`src/rtl/serial_adder_ctrl_if.sv`:
```
// Handshake and operand/result bundle between a register-file driver and the
// bit-serial adder controller.
interface serial_adder_ctrl_if #(
    parameter int WIDTH = 8
);
    logic             START;
    logic [WIDTH-1:0] A;
    logic [WIDTH-1:0] B;
    logic             CIN;
    logic [WIDTH-1:0] SUM;
    logic             COUT;
    logic             BUSY;
    logic             DONE;

    modport master (
        output START,
        output A,
        output B,
        output CIN,
        input  SUM,
        input  COUT,
        input  BUSY,
        input  DONE
    );

    modport slave (
        input  START,
        input  A,
        input  B,
        input  CIN,
        output SUM,
        output COUT,
        output BUSY,
        output DONE
    );
endinterface

```
`src/rtl/serial_adder_ctrl.sv`:
```
// Bit-serial adder: one full adder (two half adders plus an OR) is reused
// across all WIDTH bit positions, LSB first, one bit per clock.
module Half_adder (
    input  logic a_i,
    input  logic b_i,
    output logic s_o,
    output logic c_o
);
    assign s_o = a_i ^ b_i;
    assign c_o = a_i & b_i;
endmodule

module serial_adder_ctrl #(
    parameter int WIDTH = 8
) (
    input  logic                CLK,
    input  logic                RST,
    serial_adder_ctrl_if.slave  bus
);
    localparam int CW = (WIDTH > 1) ? $clog2(WIDTH) : 1;

    typedef enum logic [1:0] {
        S_IDLE = 2'd0,
        S_RUN  = 2'd1,
        S_DONE = 2'd2
    } state_t;

    state_t           state_q, state_d;
    logic [WIDTH-1:0] opa_q, opa_d;
    logic [WIDTH-1:0] opb_q, opb_d;
    logic [WIDTH-1:0] acc_q, acc_d;
    logic             carry_q, carry_d;
    logic [CW-1:0]    cnt_q, cnt_d;
    logic [WIDTH-1:0] sum_q, sum_d;
    logic             cout_q, cout_d;

    logic             ha1_s, ha1_c, fa_sum, ha2_c, fa_cout;
    logic [WIDTH-1:0] opa_shr, opb_shr, acc_shr;

    // Shared full adder
    Half_adder u_ha1 (
        .a_i (opa_q[0]),
        .b_i (opb_q[0]),
        .s_o (ha1_s),
        .c_o (ha1_c)
    );

    Half_adder u_ha2 (
        .a_i (ha1_s),
        .b_i (carry_q),
        .s_o (fa_sum),
        .c_o (ha2_c)
    );

    assign fa_cout = ha1_c | ha2_c;

    // Operands drain towards bit 0; the new sum bit enters at the MSB so that
    // after WIDTH shifts bit 0 of the result has reached position 0.
    genvar gi;
    generate
        for (gi = 0; gi < WIDTH - 1; gi++) begin : g_shift
            assign opa_shr[gi] = opa_q[gi+1];
            assign opb_shr[gi] = opb_q[gi+1];
            assign acc_shr[gi] = acc_q[gi+1];
        end
    endgenerate

    assign opa_shr[WIDTH-1] = 1'b0;
    assign opb_shr[WIDTH-1] = 1'b0;
    assign acc_shr[WIDTH-1] = fa_sum;

    always_comb begin
        state_d = state_q;
        opa_d   = opa_q;
        opb_d   = opb_q;
        acc_d   = acc_q;
        carry_d = carry_q;
        cnt_d   = cnt_q;
        sum_d   = sum_q;
        cout_d  = cout_q;

        case (state_q)
            S_IDLE: begin
                if (bus.START) begin
                    opa_d   = bus.A;
                    opb_d   = bus.B;
                    carry_d = bus.CIN;
                    cnt_d   = '0;
                    state_d = S_RUN;
                end
            end

            S_RUN: begin
                opa_d   = opa_shr;
                opb_d   = opb_shr;
                acc_d   = acc_shr;
                carry_d = fa_cout;
                if (cnt_q == CW'(WIDTH - 1)) begin
                    // Last bit: publish the result; the counter is left alone
                    // so it never wraps inside an operation.
                    sum_d   = acc_shr;
                    cout_d  = fa_cout;
                    state_d = S_DONE;
                end else begin
                    cnt_d = cnt_q + CW'(1);
                end
            end

            S_DONE: begin
                state_d = S_IDLE;
            end

            default: begin
                state_d = S_IDLE;
            end
        endcase
    end

    always_ff @(posedge CLK or posedge RST) begin
        if (RST) begin
            state_q <= S_IDLE;
            opa_q   <= '0;
            opb_q   <= '0;
            acc_q   <= '0;
            carry_q <= 1'b0;
            cnt_q   <= '0;
            sum_q   <= '0;
            cout_q  <= 1'b0;
        end else begin
            state_q <= state_d;
            opa_q   <= opa_d;
            opb_q   <= opb_d;
            acc_q   <= acc_d;
            carry_q <= carry_d;
            cnt_q   <= cnt_d;
            sum_q   <= sum_d;
            cout_q  <= cout_d;
        end
    end

    assign bus.SUM  = sum_q;
    assign bus.COUT = cout_q;
    assign bus.BUSY = (state_q == S_RUN) || (state_q == S_DONE);
    assign bus.DONE = (state_q == S_DONE);

endmodule

```
`src/flat_wrapper.sv`:
```
// flat-port wrapper written by rule: the top's interface ports become plain ports
module serial_adder_ctrl_flat 
#(
    parameter int WIDTH = 8
)
  (CLK, RST, bus_START, bus_A, bus_B, bus_CIN, bus_SUM, bus_COUT, bus_BUSY, bus_DONE);
  serial_adder_ctrl_if #(.WIDTH(WIDTH)) bus_i ();
  input  logic CLK;
  input  logic RST;
  input wire logic [$bits(bus_i.START)-1:0] bus_START;
  input wire logic [$bits(bus_i.A)-1:0] bus_A;
  input wire logic [$bits(bus_i.B)-1:0] bus_B;
  input wire logic [$bits(bus_i.CIN)-1:0] bus_CIN;
  output wire logic [$bits(bus_i.SUM)-1:0] bus_SUM;
  output wire logic [$bits(bus_i.COUT)-1:0] bus_COUT;
  output wire logic [$bits(bus_i.BUSY)-1:0] bus_BUSY;
  output wire logic [$bits(bus_i.DONE)-1:0] bus_DONE;
  assign bus_i.START = bus_START;
  assign bus_i.A = bus_A;
  assign bus_i.B = bus_B;
  assign bus_i.CIN = bus_CIN;
  assign bus_SUM = bus_i.SUM;
  assign bus_COUT = bus_i.COUT;
  assign bus_BUSY = bus_i.BUSY;
  assign bus_DONE = bus_i.DONE;
  serial_adder_ctrl #(.WIDTH(WIDTH)) u_core (.CLK(CLK), .RST(RST), .bus(bus_i));
endmodule
```
`config.mk`:
```
export PLATFORM = sky130hd
export DESIGN_NAME = serial_adder_ctrl_flat
export DESIGN_NICKNAME = d
export VERILOG_FILES = /design/src/rtl/serial_adder_ctrl_if.sv /design/src/rtl/serial_adder_ctrl.sv /design/src/flat_wrapper.sv
export SDC_FILE = /design/constraint.sdc
export NUM_CORES = 1
export LEC_CHECK = 0
export ABC_CLOCK_PERIOD_IN_PS = 2100
export BUFFER_PORTS_ARGS = -buffer_cell sky130_fd_sc_hd__buf_2
export CORE_ASPECT_RATIO = 0.5
export CORE_MARGIN = 3
export CORE_UTILIZATION = 30
export CTS_CLUSTER_DIAMETER = 200
export CTS_CLUSTER_SIZE = 24
export DETAILED_ROUTE_END_ITERATION = 10
export GPL_TIMING_DRIVEN = 1
export PLACE_DENSITY = 0.51
export SLEW_MARGIN = 20
export SYNTH_ARGS = -nofsm -noshare
export SYNTH_HDL_FRONTEND = slang
export SYNTH_SLANG_ARGS = --single-unit
```
`constraint.sdc`:
```
create_clock -name CLK -period 2.1 [get_ports CLK]
set_input_delay 0.105 -clock CLK [delete_from_list [all_inputs] [get_ports CLK]]
set_output_delay 0.105 -clock CLK [all_outputs]
set_load 0.02 [all_outputs]
```
Word-level counts from Yosys, hierarchy flattened
Index checks and enable logic that the tools add are counted.
{"block": "word_totals", "latchBits": 0, "output_inout_bits": 11, "mem_bits_rw": 0, "romBits": 0, "inputBits": 20, "ff_bits": 39, "word_cells": 39, "memories": 0}
{"block": "op_classes", "bitwise": 5, "n_lt_le_gt_ge": 0, "add_sub_neg": 1, "reduce_logical": 7, "eq_ne": 6, "n_shift": 0, "mux": 12, "n_mul": 0, "n_div": 0}
{"cell": "case mux 8 bit (2 select lines)", "count": 2}
{"cell": "two-way mux 8 bit", "count": 2}
{"cell": "two-way mux 3 bit", "count": 2}
{"cell": "case mux 3 bit (2 select lines)", "count": 1}
{"cell": "AND reduction 2 bit", "count": 3}
{"cell": "two-way mux 2 bit", "count": 2}
{"cell": "inequality test 2 bit (second input constant)", "count": 2}
{"cell": "case mux 2 bit (2 select lines)", "count": 1}
{"cell": "adder 3 x 1 -> 3 bit (second input constant)", "count": 1}
{"cell": "equality test 3 bit (second input constant)", "count": 1}
{"cell": "AND reduction 3 bit", "count": 1}
{"cell": "AND 1 bit", "count": 2}
{"cell": "equality test 2 x 1 -> 1 bit (second input constant)", "count": 1}
{"cell": "equality test 2 bit (second input constant)", "count": 1}
{"cell": "zero test 2 bit", "count": 1}
{"cell": "inequality test 2 x 1 -> 1 bit (second input constant)", "count": 1}
{"cell": "case mux 1 bit (2 select lines)", "count": 1}
{"cell": "nonzero test 2 bit", "count": 1}
{"cell": "bitwise XOR 1 bit", "count": 2}
{"cell": "logical OR 1 bit", "count": 1}
{"cell": "two-way mux 1 bit", "count": 1}
{"cell": "bitwise OR 1 bit", "count": 1}

Depth between registers and ports, before layout
{"block": "logic_depth", "depth_word": 4, "ltp_mapped": 7, "ltp_nobuf": 5}

By module
A second synthesis with hierarchy kept.
{"block": "hier_totals", "hier_cells": 144, "hier_area_um2": 1769.2}
{"module": "serial_adder_ctrl", "seq_area_each_um2": 950.9, "cells_per_inst": 142, "instances": 1, "area_per_inst_um2": 1744.2}
{"module": "Half_adder", "seq_area_each_um2": 0.0, "cells_per_inst": 1, "instances": 2, "area_per_inst_um2": 12.5}

Least setup slack after synthesis
No wires, ideal clock.
{"block": "synth_path", "path_kind": "register -> register", "from": "register u_core.state_q[0]", "to": "register u_core.cnt_q[0]", "setup_time_ns": 0.125, "t_arrival_ns": 1.437, "period_less_slack_ns": 1.562, "stages_incl_launch_ff": 6, "path_buffers": 0, "setup_slack_ns": 0.538, "required_time_ns": 1.975, "path_cell_list": "dfrtp_1 > inv_1 > ha_1 > nor2b_4 > a211oi_4 > mux2_4"}
{"block": "synth_via", "elab_chain_cells": 3, "word_cells_on_any_way": 7, "cone_classes": "eq/ne (3); mux (1); reduce/logical (3)"}
{"element": "start, declared", "line": "serial_adder_ctrl.sv:28", "source": "state_t state_q, state_d;"}
{"element": "start signal, assigned", "line": "serial_adder_ctrl.sv:130", "source": "state_q <= state_d;"}
{"element": "equality test 2 x 1 -> 1 bit or zero test 2 bit (tied branches)", "line": "serial_adder_ctrl.sv:82", "source": "case (state_q)"}
{"element": "inequality test 2 bit (no source line) or nonzero test 2 bit (tied branches)"}
{"element": "AND reduction 3 bit (no source line)"}
{"element": "end signal, assigned", "line": "serial_adder_ctrl.sv:135", "source": "cnt_q <= cnt_d;"}
{"element": "end, declared", "line": "serial_adder_ctrl.sv:33", "source": "logic [CW-1:0] cnt_q, cnt_d;"}
Several ways; a longest one is shown, not always the timed one.
A chain may end at the register's enable or synchronous reset.

Worst setup path in the final report
{"block": "layout_path", "from": "register u_core.state_q[1]", "to": "register u_core.cnt_q[0]"}
The elaborated chain is that of the path after synthesis.

==> reports/metrics.yaml <==
final_layout:
  syn_to_final_growth_pct: 22.2
  fin_cells: 247
  drive_above_1_share: 0.362
  finalCoreUtilization: 0.407
  antennaDiodeCount: 0
  final_nets: 204
  design_area_um2: 2150
routing:
  wl_per_cell_um: 12.5
  drc_errors: 0
  wl_um: 3080
  drt_pass1_iterations: 4
  vias: 1071
  viasPerCell: 4.34
  ant_nets: 0
  drt_iter0_drc: 7
clocking:
  cts_setup_buffers: 0
  clkSlewWorstSetupHoldPaths_ps: 60
  cts_tree: "yes"
  insertion_delay_ps: 280
  cts.sinks: 38
  htree_num_levels: 2
  cts_buffers: 5
  cts_root_buf: "clkbuf_16"
  cts.path.max_buffers: 2
yosys:
  synthFlopType: "dfrtp_1"
  synth_cell_types: 22
  ys_seq_area_frac: 0.541
  yosysTopAreaCellShare: 0.541
  yosysTopAreaCell: "dfrtp_1"
  synth_top_cells_by_count: "dfrtp_1 (38), nand2_1 (19), mux2_2 (17), mux2i_1 (17), o21ai_0 (15)"
  synth_edf_count: 0
  ys_warn_count: 0
  synth.area.top_cells: "dfrtp_1 (54%), mux2_2 (11%), mux2i_1 (9.7%)"
  async_reset_ff_frac: 1.00
  yosys_register_bits: 38
  syn-instance-count: 141
  synth_fp_nets: 169
  syn_area_um2: 1760
  synth_area_per_cell_um2: 12.5
  synth.most_common_cell: "dfrtp_1"
timing:
  maxSlewViolCount: 0
  slew_headroom: 0.682
  max_freq_ghz: 0.568
  final.setup.tns_ps: 0
  worst_pin_slew_ps: 476
  setup_violations: 0
  hold_viol_final: 0
  finalCritPeriodShare: 0.838
  hold_ws_ps: 72.6
  rsz0062_at_grt: "no"
  fin_ws_ps: 340
  fin_crit_ps: 1760
  fin_worst_skew_ps: 4.07
critical_path:
  r2r_slack_ps: 340
  worst-setup-path-type: "flop to flop"
  cp.arrival_ps: 1930
  critPathLaunchType: "flop"
  end_kind: "flop"
  crit_fanout: 7
  cp.required_ps: 2270
global_route:
  first_global_vias: 1160
  grt.total_usage: 0.102
  grt_pass1_wl_um: 5420
  overflow: 0
  grt_max_degree: 39
  antenna_found_initial: 0
die:
  start_util: 0.333
  ioPinCount: 31
  coreArea_um2: 5270
  die_w_um: 114
  dieArea_um2: 6870
  die_h_um: 60.1
  rows: 18
placed_design:
  portBuffers: 30
  place_inst: 238
  routabilityCongestion: 0.652
  dp_slack_ps: 338
  place_area_um2: 1980
  dp.final_hpwl_um: 2120
status:
  status: "complete, no violations"
pwr:
  ir_drop_mv: 0.435
  p_total_mw: 3.27
  power_per_cell_area_nw_per_um2: 1520
  p_leak_nw: 1.07
min_path:
  hold_path_class: "primary input to flop"
flow_run:
  cap_violations: 0
[cell usage in the layout (no fill, tap or decap)]
master and count:
o21ai_1 3, nand2_2 1, o21a_1 1, buf_2 30, mux2i_1 17, clkbuf_8 1
a21oi_1 1, o21ai_0 15, fa_1 1, clkbuf_16 5, mux2i_4 1, clkinvlp_4 1
dlygate4sd3_1 1, nor2_1 1, nor2b_4 1, clkinv_2 1, buf_4 4, a211oi_4 1
nand2b_1 2, inv_1 6, mux2_2 17, nor2b_1 1, mux2_4 1, ha_1 7
dfrtp_1 38, nand2_1 19
[metal layers]
metal	wire length, um	global-route usage	up-vias
met1	1480	0.126	506
met2	1410	0.162	17
met5	0	0	-
met3	145	0.0374	5
li1	-	-	543
met4	44	0.0457	0
[sequential cells by signal (all words and copies together) (netlist names)]
signal,cells
u_core.opb_q,8
u_core.opa_q,8
u_core.cnt_q,3
u_core.state_q,2
u_core.carry_q,1
u_core.acc_q,7
u_core.bus.SUM,8
u_core.bus.COUT,1
[critical path: stages, from the launching register on]
cell	delay [ps]
dfrtp_1	370
inv_1	140
ha_1	390
nor2_1	140
a211oi_4	280
mux2_4	330
[worst paths after layout]
path | from | to | depth (start not counted)
setup / recovery | u_core.state_q[1] | u_core.cnt_q[0] | 5
hold / removal | bus_B[7] | u_core.opb_q[7] | 3
setup reg to reg | u_core.state_q[1] | u_core.cnt_q[0] | 5
hold reg to reg | u_core.opb_q[5] | u_core.opb_q[5] | 2
max in group asynchronous | RST | u_core.cnt_q[1] | 4
min in group asynchronous | RST | u_core.bus.SUM[6] | 4
[power breakdown]
group | switching [mW] | internal (mW)
Combinational | 0.648 | 0.618
Clock | 0.293 | 0.470
Sequential | 0.179 | 1.06
[area by class of cell]
class	instances	area (um2)
clock buffers	6	139
fillers	546	3120
flip-flops and latches	38	951
repair buffers	35	190
multi-input cells	90	743
clock inverters	2	12.5
well taps	70	87.6
inverters	6	22.5
[logic make-up after synthesis]
family | synth area share
fa+ha+maj | 0.0613
mux | 0.227
compound gates | 0.0698
buf+inv | 0.0356
flops | 0.541
simple gates | 0.0648
[what timing repair did]
action / CTS / global route
hold buffers: 1 / 0
resized for setup: 0 / 0
hold endpoints to repair: 38 / 0
No activity file was read; power rests on OpenSTA's default activity.
